**src/rtl/hazard_unit_if.sv**
```systemverilog
// Decode/execute-side signal bundle for hazard_unit: decode operands and controls in,
// stall/flush/forwarding controls and event counters out.
interface hazard_unit_if #(
  parameter int REG_AW = 5,
  parameter int CNT_W  = 16,
  parameter int FW     = 2
);
  logic              de_valid;
  logic [REG_AW-1:0] de_rs1, de_rs2, de_rd;
  logic              de_use_rs1, de_use_rs2;
  logic              de_RegWrite, de_MemRead, de_MemWrite;
  logic              ex_branch_taken;
  logic              mem_done;

  logic              stall_if, stall_de, flush_if, flush_de, pc_load, stall_mem;
  logic [FW-1:0]     fwd_rs1, fwd_rs2;
  logic              rb_bypass_rs1, rb_bypass_rs2;
  logic [CNT_W-1:0]  stall_count, flush_count;

  modport master (
    output de_valid, de_rs1, de_rs2, de_rd, de_use_rs1, de_use_rs2,
           de_RegWrite, de_MemRead, de_MemWrite, ex_branch_taken, mem_done,
    input  stall_if, stall_de, flush_if, flush_de, pc_load, stall_mem,
           fwd_rs1, fwd_rs2, rb_bypass_rs1, rb_bypass_rs2, stall_count, flush_count
  );

  modport slave (
    input  de_valid, de_rs1, de_rs2, de_rd, de_use_rs1, de_use_rs2,
           de_RegWrite, de_MemRead, de_MemWrite, ex_branch_taken, mem_done,
    output stall_if, stall_de, flush_if, flush_de, pc_load, stall_mem,
           fwd_rs1, fwd_rs2, rb_bypass_rs1, rb_bypass_rs2, stall_count, flush_count
  );
endinterface

```
**src/rtl/hazard_unit.sv**
```systemverilog
// Pipeline hazard controller: shadow scoreboard of post-decode stages driving
// stall/flush/bubble controls, EX forwarding selects, WB->decode bypass and event counters.
module hazard_unit #(
  parameter int STAGES    = 3,
  parameter int MEM_STAGE = 1,
  parameter int REG_AW    = 5,
  parameter int CNT_W     = 16,
  parameter int FW        = $clog2(STAGES)
) (
  input  logic        clk,
  input  logic        rst_n,
  hazard_unit_if.slave hif
);

  typedef struct packed {
    logic              valid;
    logic [REG_AW-1:0] rd, rs1, rs2;
    logic              use1, use2, rw, mr, mw;
  } entry_t;

  entry_t [STAGES-1:0] sb_q, sb_d;
  logic [CNT_W-1:0]    stall_cnt_q, stall_cnt_d, flush_cnt_q, flush_cnt_d;
  logic                mem_stall, branch, lu_hit, load_use, stall;

  function automatic logic producer(input entry_t e);
    return e.valid && e.rw && (e.rd != '0);
  endfunction

  // Loop runs oldest-to-youngest so the youngest qualifying stage wins.
  function automatic logic [FW-1:0] fwd_sel(input entry_t [STAGES-1:0] sb,
                                             input logic [REG_AW-1:0] rs, input logic use_);
    fwd_sel = '0;
    if (sb[0].valid && use_)
      for (int k = STAGES-1; k >= 1; k--)
        if (producer(sb[k]) && sb[k].rd == rs && (!sb[k].mr || k > MEM_STAGE))
          fwd_sel = FW'(k);
  endfunction

  always_comb begin
    lu_hit = 1'b0;
    for (int j = 0; j < MEM_STAGE; j++)
      if (sb_q[j].valid && sb_q[j].mr && sb_q[j].rd != '0 &&
          ((hif.de_use_rs1 && sb_q[j].rd == hif.de_rs1) ||
           (hif.de_use_rs2 && sb_q[j].rd == hif.de_rs2)))
        lu_hit = 1'b1;
  end

  assign mem_stall = sb_q[MEM_STAGE].valid && (sb_q[MEM_STAGE].mr || sb_q[MEM_STAGE].mw) &&
                     !hif.mem_done;
  assign branch    = hif.ex_branch_taken && sb_q[0].valid && !mem_stall;
  assign load_use  = lu_hit && !mem_stall && !branch;
  assign stall     = mem_stall || load_use;

  assign hif.stall_mem     = mem_stall;
  assign hif.stall_if      = stall;
  assign hif.stall_de      = stall;
  assign hif.flush_if      = branch;
  assign hif.flush_de      = branch;
  assign hif.pc_load       = branch;
  assign hif.fwd_rs1       = fwd_sel(sb_q, sb_q[0].rs1, sb_q[0].use1);
  assign hif.fwd_rs2       = fwd_sel(sb_q, sb_q[0].rs2, sb_q[0].use2);
  assign hif.rb_bypass_rs1 = producer(sb_q[STAGES-1]) && sb_q[STAGES-1].rd == hif.de_rs1 &&
                             hif.de_use_rs1 && hif.de_rs1 != '0;
  assign hif.rb_bypass_rs2 = producer(sb_q[STAGES-1]) && sb_q[STAGES-1].rd == hif.de_rs2 &&
                             hif.de_use_rs2 && hif.de_rs2 != '0;
  assign hif.stall_count   = stall_cnt_q;
  assign hif.flush_count   = flush_cnt_q;

  always_comb begin
    sb_d = sb_q;
    if (mem_stall) begin
      // Stages up to the memory stage freeze; the slot just behind it opens a bubble.
      for (int i = MEM_STAGE + 2; i < STAGES; i++) sb_d[i] = sb_q[i-1];
      sb_d[MEM_STAGE+1] = '0;
    end else begin
      for (int i = 1; i < STAGES; i++) sb_d[i] = sb_q[i-1];
      if (branch || load_use) begin
        sb_d[0] = '0;
      end else begin
        sb_d[0].valid = hif.de_valid;
        sb_d[0].rd    = hif.de_rd;
        sb_d[0].rs1   = hif.de_rs1;
        sb_d[0].rs2   = hif.de_rs2;
        sb_d[0].use1  = hif.de_use_rs1;
        sb_d[0].use2  = hif.de_use_rs2;
        sb_d[0].rw    = hif.de_RegWrite;
        sb_d[0].mr    = hif.de_MemRead;
        sb_d[0].mw    = hif.de_MemWrite;
      end
    end
  end

  assign stall_cnt_d = (stall  && !(&stall_cnt_q)) ? stall_cnt_q + 1'b1 : stall_cnt_q;
  assign flush_cnt_d = (branch && !(&flush_cnt_q)) ? flush_cnt_q + 1'b1 : flush_cnt_q;

  always_ff @(posedge clk or negedge rst_n) begin
    if (!rst_n) begin
      sb_q        <= '0;
      stall_cnt_q <= '0;
      flush_cnt_q <= '0;
    end else begin
      sb_q        <= sb_d;
      stall_cnt_q <= stall_cnt_d;
      flush_cnt_q <= flush_cnt_d;
    end
  end

endmodule

```
**src/flat_wrapper.sv**
```systemverilog
// flat-port wrapper written by rule: the top's interface ports become plain ports
module hazard_unit_flat 
#(
  parameter int STAGES    = 3,
  parameter int MEM_STAGE = 1,
  parameter int REG_AW    = 5,
  parameter int CNT_W     = 16,
  parameter int FW        = $clog2(STAGES)
)
  (clk, rst_n, hif_de_valid, hif_de_rs1, hif_de_rs2, hif_de_rd, hif_de_use_rs1, hif_de_use_rs2, hif_de_RegWrite, hif_de_MemRead, hif_de_MemWrite, hif_ex_branch_taken, hif_mem_done, hif_stall_if, hif_stall_de, hif_flush_if, hif_flush_de, hif_pc_load, hif_stall_mem, hif_fwd_rs1, hif_fwd_rs2, hif_rb_bypass_rs1, hif_rb_bypass_rs2, hif_stall_count, hif_flush_count);
  hazard_unit_if #(.REG_AW(REG_AW), .CNT_W(CNT_W), .FW(FW)) hif_i ();
  input  logic clk;
  input  logic rst_n;
  input wire logic [$bits(hif_i.de_valid)-1:0] hif_de_valid;
  input wire logic [$bits(hif_i.de_rs1)-1:0] hif_de_rs1;
  input wire logic [$bits(hif_i.de_rs2)-1:0] hif_de_rs2;
  input wire logic [$bits(hif_i.de_rd)-1:0] hif_de_rd;
  input wire logic [$bits(hif_i.de_use_rs1)-1:0] hif_de_use_rs1;
  input wire logic [$bits(hif_i.de_use_rs2)-1:0] hif_de_use_rs2;
  input wire logic [$bits(hif_i.de_RegWrite)-1:0] hif_de_RegWrite;
  input wire logic [$bits(hif_i.de_MemRead)-1:0] hif_de_MemRead;
  input wire logic [$bits(hif_i.de_MemWrite)-1:0] hif_de_MemWrite;
  input wire logic [$bits(hif_i.ex_branch_taken)-1:0] hif_ex_branch_taken;
  input wire logic [$bits(hif_i.mem_done)-1:0] hif_mem_done;
  output wire logic [$bits(hif_i.stall_if)-1:0] hif_stall_if;
  output wire logic [$bits(hif_i.stall_de)-1:0] hif_stall_de;
  output wire logic [$bits(hif_i.flush_if)-1:0] hif_flush_if;
  output wire logic [$bits(hif_i.flush_de)-1:0] hif_flush_de;
  output wire logic [$bits(hif_i.pc_load)-1:0] hif_pc_load;
  output wire logic [$bits(hif_i.stall_mem)-1:0] hif_stall_mem;
  output wire logic [$bits(hif_i.fwd_rs1)-1:0] hif_fwd_rs1;
  output wire logic [$bits(hif_i.fwd_rs2)-1:0] hif_fwd_rs2;
  output wire logic [$bits(hif_i.rb_bypass_rs1)-1:0] hif_rb_bypass_rs1;
  output wire logic [$bits(hif_i.rb_bypass_rs2)-1:0] hif_rb_bypass_rs2;
  output wire logic [$bits(hif_i.stall_count)-1:0] hif_stall_count;
  output wire logic [$bits(hif_i.flush_count)-1:0] hif_flush_count;
  assign hif_i.de_valid = hif_de_valid;
  assign hif_i.de_rs1 = hif_de_rs1;
  assign hif_i.de_rs2 = hif_de_rs2;
  assign hif_i.de_rd = hif_de_rd;
  assign hif_i.de_use_rs1 = hif_de_use_rs1;
  assign hif_i.de_use_rs2 = hif_de_use_rs2;
  assign hif_i.de_RegWrite = hif_de_RegWrite;
  assign hif_i.de_MemRead = hif_de_MemRead;
  assign hif_i.de_MemWrite = hif_de_MemWrite;
  assign hif_i.ex_branch_taken = hif_ex_branch_taken;
  assign hif_i.mem_done = hif_mem_done;
  assign hif_stall_if = hif_i.stall_if;
  assign hif_stall_de = hif_i.stall_de;
  assign hif_flush_if = hif_i.flush_if;
  assign hif_flush_de = hif_i.flush_de;
  assign hif_pc_load = hif_i.pc_load;
  assign hif_stall_mem = hif_i.stall_mem;
  assign hif_fwd_rs1 = hif_i.fwd_rs1;
  assign hif_fwd_rs2 = hif_i.fwd_rs2;
  assign hif_rb_bypass_rs1 = hif_i.rb_bypass_rs1;
  assign hif_rb_bypass_rs2 = hif_i.rb_bypass_rs2;
  assign hif_stall_count = hif_i.stall_count;
  assign hif_flush_count = hif_i.flush_count;
  hazard_unit #(.STAGES(STAGES), .MEM_STAGE(MEM_STAGE), .REG_AW(REG_AW), .CNT_W(CNT_W), .FW(FW)) u_core (.clk(clk), .rst_n(rst_n), .hif(hif_i));
endmodule
```
**config.mk**
```make
export PLATFORM = sky130hd
export DESIGN_NAME = hazard_unit_flat
export DESIGN_NICKNAME = d
export VERILOG_FILES = /design/src/rtl/hazard_unit_if.sv /design/src/rtl/hazard_unit.sv /design/src/flat_wrapper.sv
export SDC_FILE = /design/constraint.sdc
export NUM_CORES = 1
export LEC_CHECK = 0
export CORE_MARGIN = 3
export CORE_UTILIZATION = 48
export DETAILED_ROUTE_END_ITERATION = 8
export GPL_ROUTABILITY_DRIVEN = 0
export PLACE_DENSITY = 0.74
export SYNTH_ARGS = -nofsm -noshare
export SYNTH_HDL_FRONTEND = slang
export SYNTH_SLANG_ARGS = --single-unit
```
**constraint.sdc**
```tcl
create_clock -name clk -period 2.4 [get_ports clk]
set_input_delay 0.48 -clock clk [delete_from_list [all_inputs] [get_ports clk]]
set_output_delay 0.48 -clock clk [all_outputs]
set_load 0.05 [all_outputs]
```
Word level (Yosys, flattened, before mapping):

Cells that the tools add are included.
Widths: inputs -> output; s select.

* bits in registers: 81
* input bits: 25
* output and inout port bits: 44
* word-level logic and storage cells: 90

* add/subtract/negate cells: 2
* equal/unequal tests: 8
* mux-type cells: 9
* reductions and logical operators: 48

Operators with widths (count)
* $mux 21: 2
* $eq 5x5->1: 8
* $add 16x1->16 const B: 2
* $reduce_and 16->1: 2
* $logic_and 1x1->1: 31
* $reduce_bool 5->1: 5
* $mux 2: 6
* $logic_not 1->1: 6
* $logic_or 1x1->1: 4
* $mux 1: 1

Depth between registers and ports, before layout:

* depth after elaboration: 9
* gate-level depth with buffers: 8
* gate-level depth less buffers: 7

Least setup slack after synthesis:

No wires, ideal clock.

* path type: register -> output
* from: register u_core.sb_q[39] in the netlist's numbering
* to: output hif_fwd_rs2[0]
* arrival: 2.388 ns
* data required time: 1.920 ns
* path slack: -0.468 ns
* stages on the path, launching flop included: 6
* buffers on the path: 0
* path through: dfrtp_1 or4_1 nor2_1 nor3_1 nand4_1 nor4_1

* word-level cells in the longest chain between the ends: 6
* elaborated cells between the ends (all ways): 7
* those cells by class: eq/ne (1); mux (2); reduce/logical (4)

RTL lines
* from (decl): RTL line hazard_unit.sv:21 `entry_t [STAGES-1:0] sb_q, sb_d;`
* from (signal assigned): RTL line hazard_unit.sv:98 `sb_q <= '0;`
* from (signal assigned): RTL line hazard_unit.sv:102 `sb_q <= sb_d;`
* $reduce_bool 5->1: RTL line hazard_unit.sv:26 `return e.valid && e.rw && (e.rd != '0);`
* $logic_and 1x1->1: RTL line hazard_unit.sv:26
* $logic_and 1x1->1 (*) (2 in series): RTL line hazard_unit.sv:35 `if (producer(sb[k]) && sb[k].rd == rs && (!sb[k].mr || k > MEM_STAGE))`
* $mux 2 (*): RTL line hazard_unit.sv:35
* $mux 2 (*): RTL line hazard_unit.sv:33 `if (sb[0].valid && use_)`
* to (decl): RTL line flat_wrapper.sv:32 `output wire logic [$bits(hif_i.fwd_rs2)-1:0] hif_fwd_rs2;`

Every way passes the cells marked *; elsewhere a longest branch is shown, timed or not.

Worst setup path in the final report:

* from: register u_core.sb_q[40] in the netlist's numbering
* to: output hif_fwd_rs1[1]

* word-level cells in the longest chain between the ends: 6
* elaborated cells between the ends (all ways): 7
* those cells by class: eq/ne (1); mux (2); reduce/logical (4)

RTL lines
* $reduce_bool 5->1: RTL line hazard_unit.sv:26
* $logic_and 1x1->1: RTL line hazard_unit.sv:26
* $logic_and 1x1->1 (*) (2 in series): RTL line hazard_unit.sv:35
* $mux 2 (*): RTL line hazard_unit.sv:35
* $mux 2 (*): RTL line hazard_unit.sv:33
* to (decl): RTL line flat_wrapper.sv:31 `output wire logic [$bits(hif_i.fwd_rs1)-1:0] hif_fwd_rs1;`

Marked as above.

==> metrics.md <==
| Metric | Value |
|---|---|
| Post-layout nets | 436 |
| GRT overflow | 0 |
| Core area | 6910 µm² |
| Top post-synthesis cells by area | dfrtp_1 (49%), xnor2_1 (9.0%), xor2_1 (8.0%), a22o_2 (5.7%), mux2_2 (2.9%) |
| Critical path type | reg -> out |
| Clock Pin Slew Worst Setup and Hold Paths | 0.08 ns |
| Crit path max fanout | 2 |
| Initial Util | 50.6% |
| # H-tree levels | 3 |
| Flop2flop setup slack | 0.25 ns |
| Max-Cap Viols | 0 |
| CTS tree | built |
| Number of synthesized register bits | 69 |
| Drt total wl | 8340 µm |
| # setup viols final | 3 |
| Rel. slew slack | 63.2% |
| GRT Overall Usage | 21.5% |
| Drt drc | 0 |
| Seq/Total Area, Yosys | 49.4% |
| CP Launch Point | u_core.sb_q[40]$_DFFE_PN0N_ |
| Slew Limit Fails | 0 |
| Startpoint types | flip-flop |
| Main synth FF type | dfrtp_1 |
| Largest net degree at the start of global routing | 70 |
| Reg2reg start | u_core.hif.stall_count[0]$_DFFE_PN0P_ |
| Chip Width | 91.3 µm |
| Fraction of layout cells with a size suffix above 1 | 27.5% |
| Ports | 69 |
| DP Wirelength | 5860 µm |
| Final Skew | 0.00982 ns |
| Reg2reg path depth | 7 |
| Die Y | 91.3 µm |
| Buffers on Ports | 68 |
| Setup TNS Final | -0.120 ns |
| Yosys cell types | 42 |
| Cell with the most instances after synthesis | dfrtp_1 |
| Most frequent cells after synthesis | dfrtp_1 (69), xnor2_1 (36), xor2_1 (32) |
| Post-synth top area share | 49.4% |
| Least-Margin Pin Slew | 0.553 ns |
| Row count | 30 |
| Total power draw | 5270 µW |
| Total Die Area | 8330 µm² |
| Area delta synth->final | 41.2% |
| Max Clk Rate | 405 MHz |
| Clk root buf | clkbuf_8 |
| CTS max path bufs | 2 |
| Final period utilization | 103% |
| Failing checks | setup timing |
| Reg2reg end | u_core.hif.stall_count[1]$_DFFE_PN0P_ |
| Pre-CTS setup slack | -0.118 ns |
| Num CTS Buffers | 9 |
| P per Cell Area | 1070 nW/µm² |
| Worst setup EP type | primary output |
| Synth Cell Area | 3490 µm² |
| Req. time, crit path | 1.92 ns |
| EDFF count, synth | 0 |
| WP data arrival | 1.99 ns |
| Iter 0 DRT Violations | 108 |
| First-pass GRT wire length | 14,300 µm |
| Hold Buf Count CTS | 0 |
| Routed Antenna Nets | 0 |
| Top cell type by total area after synthesis | dfrtp_1 |
| Class of the worst hold path | in -> async |
| Status | finished, violations left |
| Final worst-path setup slack | -0.0720 ns |
| Crit path to | hif_fwd_rs1[1] |
| Initial antenna violation count | 0 |
| Net count after synthesis | 341 |
| Drt first pass iters | 4 |
| Vias in the first global route | 2,909 |
| RSZ-0062 raised after global routing | true |
| Vias per cell | 5.31 |
| Ant diodes | 0 |
| Hold Violations, Final | 0 |
| Min Tclk post-route | 2.47 ns |
| DR WL/cell | 16.3 µm |
| Leakage Power | 0.00222 µW |
| Clock sinks | 69 |
| Synth Warn # | 0 |
| Maximum VDD drop | 0.000712 V |
| Async SR Flop Fraction | 100% |
| Vias | 2,708 |
| Clk Latency, worst-skew pair | 0.34 ns |
| Gate count of the mapped netlist | 314 |
| Syn Area/Cell | 11.1 µm² |
[worst max-delay path, stage by stage, from the launching register on]
cell and delay, ns:
dfrtp_1 0.37, or4_1 0.52, nor2_1 0.14, nor3_2 0.07, nand4_1 0.10, nor3_2 0.06, nor3_2 0.22, buf_12 0.17
[kinds of logic after synthesis]
logic type / Yosys count / share of synthesized area (%)
DFF: 69 / 49.4
adders and majority gates: 2 / 0.716
xor gates and xnor gates: 68 / 17.1
AOI/OAI and AO/OA: 34 / 9.39
buffers and inverters: 25 / 3.83
muxes: 10 / 3.22
and+or+nand+nor: 106 / 16.3
[worst min-delay path by stage]
stage | from | end | slack (ns) | cells past startpoint
finish | rst_n | u_core.sb_q[5]$_DFFE_PN0N_ | 0.15 | 2
global route | rst_n | u_core.sb_q[5]$_DFFE_PN0N_ | 0.16 | 2
floorplan | rst_n | u_core.hif.flush_count[0]$_DFFE_PN0P_ | 0.18 | 0
detailed placement | u_core.hif.stall_count[15]$_DFFE_PN0P_ | u_core.hif.stall_count[15]$_DFFE_PN0P_ | 0.48 | 1
CTS | rst_n | u_core.sb_q[4]$_DFFE_PN0N_ | 0.16 | 2
global placement | u_core.hif.stall_count[15]$_DFFE_PN0P_ | u_core.hif.stall_count[15]$_DFFE_PN0P_ | 0.48 | 1
[sequential cells by signal, summed over array words and instances, names as in the netlist]
signal                  cells
u_core.sb_q                37
u_core.hif.flush_count     16
u_core.hif.stall_count     16
[placed cells by master (no fill, tap or decap), drive strengths merged, types with 6 or more instances in the layout]
| master | netlist | final |
|---|---|---|
| buf | 12 | 46 |
| nor3 | 10 | 10 |
| and3 | 7 | 7 |
| nand3 | 11 | 11 |
| inv | 6 | 6 |
| xnor2 | 36 | 36 |
| nand2 | 19 | 19 |
| dfrtp | 69 | 69 |
| a22o | 21 | 21 |
| nand4 | 11 | 11 |
| nor4 | 8 | 8 |
| nor2 | 21 | 21 |
| clkbuf | 7 | 13 |
| xor2 | 32 | 32 |
| nor2b | 6 | 6 |
| mux2 | 10 | 10 |
| clkdlybuf4s50 | 0 | 47 |
[what timing repair did]
item / in CTS / in global routing
resized for setup: 9 / 15
setup buffers: 2 / 1
setup endpoints to repair: 8 / 14
pin swaps: 11 / 11
[metrics by stage]
stage                     hold WS, ns  std cells  instance area [µm²]  utilization (%)
after CTS                       0.165        509                 4840             70.1
after detailed placement        0.483        491                 4580             66.3
after global routing            0.163        510                 4930             71.4
final                           0.147        510                 4930             71.4
after floorplan                 0.184        314                 3510                -
after global placement          0.478        491                 4580             66.3
[power by group]
part	internal [µW]	total (µW)	leakage [µW]	switching, µW
registers	1500	1890	0.000869	387
logic	1080	2290	0.00124	1210
clock network	642	1090	0.000108	452
total	3230	5270	0.00222	2040
[layout make-up]
class | count | area [µm²]
clock inverters | 5 | 82.6
multi-input cells | 220 | 1720
inverters | 6 | 22.5
clock buffers | 11 | 151
flip-flops and latches | 69 | 1730
fillers | 529 | 1970
well taps | 96 | 120
repair buffers | 103 | 1110
[routing by layer]
metal / part of all wire (%) / routed length, µm / track usage (%)
met5: 0 / 0 / 0
met4: 1.1 / 93 / 7.79
met3: 5.6 / 464 / 4.89
met2: 48 / 4030 / 34.8
met1: 45 / 3750 / 28.4
(Power assumes the default switching activity.)
